==> src/rtl/cylon_rx_checker_pkg.sv <==
// Shared types and constants for the cylon LED bus receive checker.
package cylon_pkg;

  localparam int              CYLON_LED_W  = 8;
  localparam logic [7:0]      CYLON_ALL_ON = 8'hFF;
  localparam int              CYLON_STEPS  = 14;

  typedef enum logic [1:0] {
    ST_IDLE    = 2'd0,
    ST_ACQUIRE = 2'd1,
    ST_LOCKED  = 2'd2
  } cylon_state_e;

  function automatic logic [7:0] sat_inc8(input logic [7:0] v);
    return (v == 8'hFF) ? v : v + 8'd1;
  endfunction

endpackage

==> src/rtl/cylon_rx_checker_onehot_dec.sv <==
// Combinational 8->3 eye decoder with one-hot / all-on / illegal classification.
module cylon_onehot_dec
  import cylon_pkg::*;
(
  input  logic [CYLON_LED_W-1:0] pat_i,
  output logic [2:0]             pos_o,
  output logic                   onehot_o,
  output logic                   all_on_o,
  output logic                   illegal_o
);

  // Decode pattern class and eye index
  always_comb begin
    pos_o    = 3'd0;
    onehot_o = 1'b1;
    case (pat_i)
      8'h01:   pos_o = 3'd0;
      8'h02:   pos_o = 3'd1;
      8'h04:   pos_o = 3'd2;
      8'h08:   pos_o = 3'd3;
      8'h10:   pos_o = 3'd4;
      8'h20:   pos_o = 3'd5;
      8'h40:   pos_o = 3'd6;
      8'h80:   pos_o = 3'd7;
      default: onehot_o = 1'b0;
    endcase
    all_on_o  = (pat_i == CYLON_ALL_ON);
    illegal_o = !onehot_o && !all_on_o;
  end

endmodule

==> config.mk <==
export PLATFORM = sky130hd
export DESIGN_NAME = cylon_onehot_dec
export DESIGN_NICKNAME = d
export VERILOG_FILES = /design/src/rtl/cylon_rx_checker_pkg.sv /design/src/rtl/cylon_rx_checker_onehot_dec.sv
export SDC_FILE = /design/constraint.sdc
export NUM_CORES = 1
export LEC_CHECK = 0
export CORE_AREA = 5 5 42 44
export DETAILED_ROUTE_END_ITERATION = 10
export DIE_AREA = 0 0 47 49
export MAX_ROUTING_LAYER = met4
export PLACE_DENSITY_LB_ADDON = 0.15
export SLEW_MARGIN = 20
export SYNTH_ARGS = -nofsm -noshare
export SYNTH_HDL_FRONTEND = slang
export SYNTH_SLANG_ARGS = --single-unit
==> constraint.sdc <==
create_clock -name vclk -period 1.2
set_input_delay 0.18 -clock vclk [all_inputs]
set_output_delay 0.18 -clock vclk [all_outputs]
set_load 0.02 [all_outputs]
; After elaboration in Yosys (flattened, before gate mapping)
; Index checks and enable logic that the tools add are counted.
[totals]
input_bits = 8
out_inout_bits = 6
regBits = 0
[op_classes]
reduce_logical = 4
eq_ne = 9
muxes = 2
[ops]
columns = op, n
row1 = case mux 3 bit (7 select lines), 1
row2 = equality test 8 bit (second input constant), 2
row3 = equality test 8 x 1 -> 1 bit (second input constant), 1
row4 = equality test 8 x 2 -> 1 bit (second input constant), 1
row5 = equality test 8 x 3 -> 1 bit (second input constant), 1
row6 = equality test 8 x 4 -> 1 bit (second input constant), 1
row7 = equality test 8 x 5 -> 1 bit (second input constant), 1
row8 = equality test 8 x 6 -> 1 bit (second input constant), 1
row9 = equality test 8 x 7 -> 1 bit (second input constant), 1
row10 = OR reduction 8 bit, 1
row11 = zero test 1 bit, 2
row12 = logical AND 1 bit, 1
row13 = two-way mux 1 bit, 1

; Logic depth before layout (Yosys ltp)
; Gate-level depths: netlist (run 1).
[logic_depth]
ltp_word = 5
mapped_depth = 5
ltp_nobuf = 4

; Worst setup path before layout (run 1)
; Ideal clock, no wire load.
[synth_timing]
path_type = input to output
from = input pat_i[7]
to = output illegal_o
stages = 5
arrival_time_ns = 1.152
slack_ns = -0.132
cell_sequence = buf_6 xor2_1 a221oi_2 o22ai_2 nor2_2
[synth_between]
elab_chain_cells = 5
word_cells_on_any_way = 14
classes_between = eq/ne: 9 / mux: 1 / reduce/logical: 4
[synth_lines]
columns = element, line
row1 = "start, declared", cylon_rx_checker_onehot_dec.sv:5  ; input logic [CYLON_LED_W-1:0] pat_i,
row2 = "equality test 8 bit, or another cell as far along", cylon_rx_checker_onehot_dec.sv:16  ; case (pat_i)
row3 = OR reduction 8 bit (no source line) (*), --
row4 = two-way mux 1 bit (*), cylon_rx_checker_onehot_dec.sv:16
row5 = via onehot_o, cylon_rx_checker_onehot_dec.sv:7  ; output logic onehot_o,
row6 = zero test 1 bit (*), cylon_rx_checker_onehot_dec.sv:28  ; illegal_o = !onehot_o && !all_on_o;
row7 = logical AND 1 bit (*), cylon_rx_checker_onehot_dec.sv:28
row8 = "end, declared", cylon_rx_checker_onehot_dec.sv:9  ; output logic illegal_o
; Mark *: on every way through the listed nets, which the timed path passes. The rest lies on a longest branch.

; Worst setup path after layout (run 1)
[layout_timing]
from = input pat_i[7]
to = output onehot_o
[layout_between]
elab_chain_cells = 3
word_cells_on_any_way = 10
classes_between = eq/ne: 8 / mux: 1 / reduce/logical: 1
[layout_lines]
columns = element, line
row1 = "equality test 8 bit, or another cell as far along", cylon_rx_checker_onehot_dec.sv:16
row2 = OR reduction 8 bit (no source line) (*), --
row3 = two-way mux 1 bit (*), cylon_rx_checker_onehot_dec.sv:16
row4 = "end, declared", cylon_rx_checker_onehot_dec.sv:7
; Mark *: on every way between the ends. The rest lies on a longest branch, timed or not.

==> flow_metrics.env, run 1 <==
export IMPL_syn_inst=34
export IMPL_hold_path_class="input pin to output pin"
export IMPL_wl_per_cell_um=11.8
export IMPL_io_pins=14
export IMPL_die_y_um=49
export IMPL_final_core_util=0.385
export IMPL_hold_violations=0
export IMPL_rows=14
export IMPL_area_growth_pct=136
export IMPL_grt_max_degree=7
export IMPL_vias=355
export IMPL_rsz0062_at_grt="true"
export IMPL_yosysTopAreaCell="nor4b_1"
export IMPL_final_cells=77
export IMPL_status="finished with violations"
export IMPL_synth_fa_ha_area_frac=0
export IMPL_cts_hold_buf=0
export IMPL_syn_area_per_cell_um2=6.73
export IMPL_initial_utilization=0.163
export IMPL_power_leakage_nw=0.229
export IMPL_cp_max_fo=4
export IMPL_synthSimpleGateAreaFrac=0.497
export IMPL_worst_slew_pin_slew_ps=259
export IMPL_vdd_ir_drop_max_mv=0.0992
export IMPL_cp_required_ps=1020
export IMPL_period_share=1.09
export IMPL_whs_ps=837
export IMPL_yosys_top_cells_area="nor4b_1, nor2_1, xor2_1"
export IMPL_fp_coreArea_um2=1400
export IMPL_timing_slew_headroom=0.828
export IMPL_synthMuxAreaShare=0
export IMPL_synth_compound_gate_area_share=0.317
export IMPL_netlist_area_um2=229
export IMPL_pre_cts_ws_ps=-1000
export IMPL_cap_viol_max_count=0
export IMPL_tns_ps=-255
export IMPL_dp_hpwl_um=658
export IMPL_fin_ws_ps=-109
export IMPL_violations="setup timing"
export IMPL_finalWeightedCongestion=0.719
export IMPL_drt_wl_total_um=910
export IMPL_fin_nets=71
export IMPL_ys_seq_area_frac=0
export IMPL_synthMostInstantiatedCell="nor2_1"
export IMPL_clkbuf_count=0
export IMPL_setup_violations=4
export IMPL_dp_cells=76
export IMPL_fin_area_um2=539
export IMPL_syn_nets=42
export IMPL_ys_warn_count=0
export IMPL_nFlopsAndLatches=0
export IMPL_min_from="pat_i[4]"
export IMPL_hold_path_depth=5
export IMPL_synth_xor_area_share=0.115
export IMPL_slew_violations=0
export IMPL_drive_above_1_share=0.672
export IMPL_synth_top_family_by_area="simple AND/OR/NAND/NOR gates"
export IMPL_crit_arrival_ps=1130
export IMPL_placement_io_buffers=14
export IMPL_synth_cell_types=18
export IMPL_holdPathEnd="pos_o[0]"
export IMPL_postPlaceCellArea_um2=502
export IMPL_overflow=0
export IMPL_drtIter0Drc=3
export IMPL_dieArea_um2=2300
export IMPL_vias_per_cell=4.61
export IMPL_fmax_mhz=764
export IMPL_fin_crit_ps=1310
export IMPL_drc_errors=0
export IMPL_power_total_mw=0.160
export IMPL_critPathKind="input pin to output pin"
export IMPL_power_density_nw_per_um2=297
export IMPL_grt_pass1_wl_um=1520
export IMPL_synth_common_cells="nor2_1, nor4b_1, o21ai_1, xor2_1"
export IMPL_track_usage=0.0864
export IMPL_drt_antenna_violating_nets=0
export IMPL_final_seq_area_um2=0
export IMPL_diodes=0
export IMPL_grt_pass1_vias=367
export IMPL_yosys_area_top_type_share=0.153
export IMPL_grt_antenna_before_repair=0
export IMPL_crit_path_end_kind="output pin"
export IMPL_die_width_um=47
export IMPL_dr_pass1_iters=2
export IMPL_start_kind="input pin"
cells by family (layout without fill, tap and decap cells):
group	Yosys count	in the layout
and+or+nand+nor	20	20
AOI/OAI and AO/OA	9	9
xor gates and xnor gates	3	3
buffers and inverters	2	29
how the worst max path moves through the flow:
| stage | start | to | slack (ps) | cells past startpoint |
|---|---|---|---|---|
| finish | pat_i[7] | onehot_o | -110 | 6 |
| global route | pat_i[7] | onehot_o | -160 | 6 |
| CTS | pat_i[7] | illegal_o | -140 | 6 |
| detailed placement | pat_i[7] | onehot_o | -1000 | 6 |
| global placement | pat_i[7] | onehot_o | -990 | 6 |
| floorplan | pat_i[7] | illegal_o | -50 | 5 |
where the power goes:
part           internal (mW)  switching [mW]
Clock                      0               0
Combinational         0.0858          0.0745
Sequential                 0               0
Total                 0.0858          0.0745
repair_timing:
item,in CTS,in global routing
pin swaps,8,6
gates resized for setup,79,3
setup endpoints to repair,6,6
buffers inserted,1,0
final cells by class:
| cell class | instances | area, µm² |
|---|---|---|
| tap | 16 | 20.0 |
| timing repair buffer | 29 | 235 |
| fill | 170 | 862 |
| multi-input combinational | 32 | 284 |
layer usage:
metal	global-route usage	share of wire	wire (µm)
met3	0.00369	0.056	51
met1	0.105	0.43	393
met2	0.152	0.49	443
met5	-	0	0
met4	0.0184	0.023	21
layout by cell type, fill, tap and decap left out, types with 2 or more instances in the layout:
cell type,synthesis,layout
nand2_1,2,2
nor4b_2,0,3
nand4_1,2,2
buf_4,0,17
buf_2,1,5
buf_6,1,6
xor2_1,3,2
o21ai_1,3,4
nor2_1,7,6
critical path, cell delays in order:
cell and delay [ps]:
buf_8 100, buf_4 130, nor4b_4 240, a221oi_2 70, o22ai_2 220, buf_4 180
Power figures use the tool's default switching activity.
==> inputs of run 2 (changes only) <==
--- a/config.mk
+++ b/config.mk
@@ -10,7 +10,6 @@
 export DIE_AREA = 0 0 47 49
 export MAX_ROUTING_LAYER = met4
 export PLACE_DENSITY_LB_ADDON = 0.15
-export SLEW_MARGIN = 20
 export SYNTH_ARGS = -nofsm -noshare
 export SYNTH_HDL_FRONTEND = slang
 export SYNTH_SLANG_ARGS = --single-unit
==> results of run 2 <==
Same layout as run 1: the final DEF is identical, and so are final timing and power.
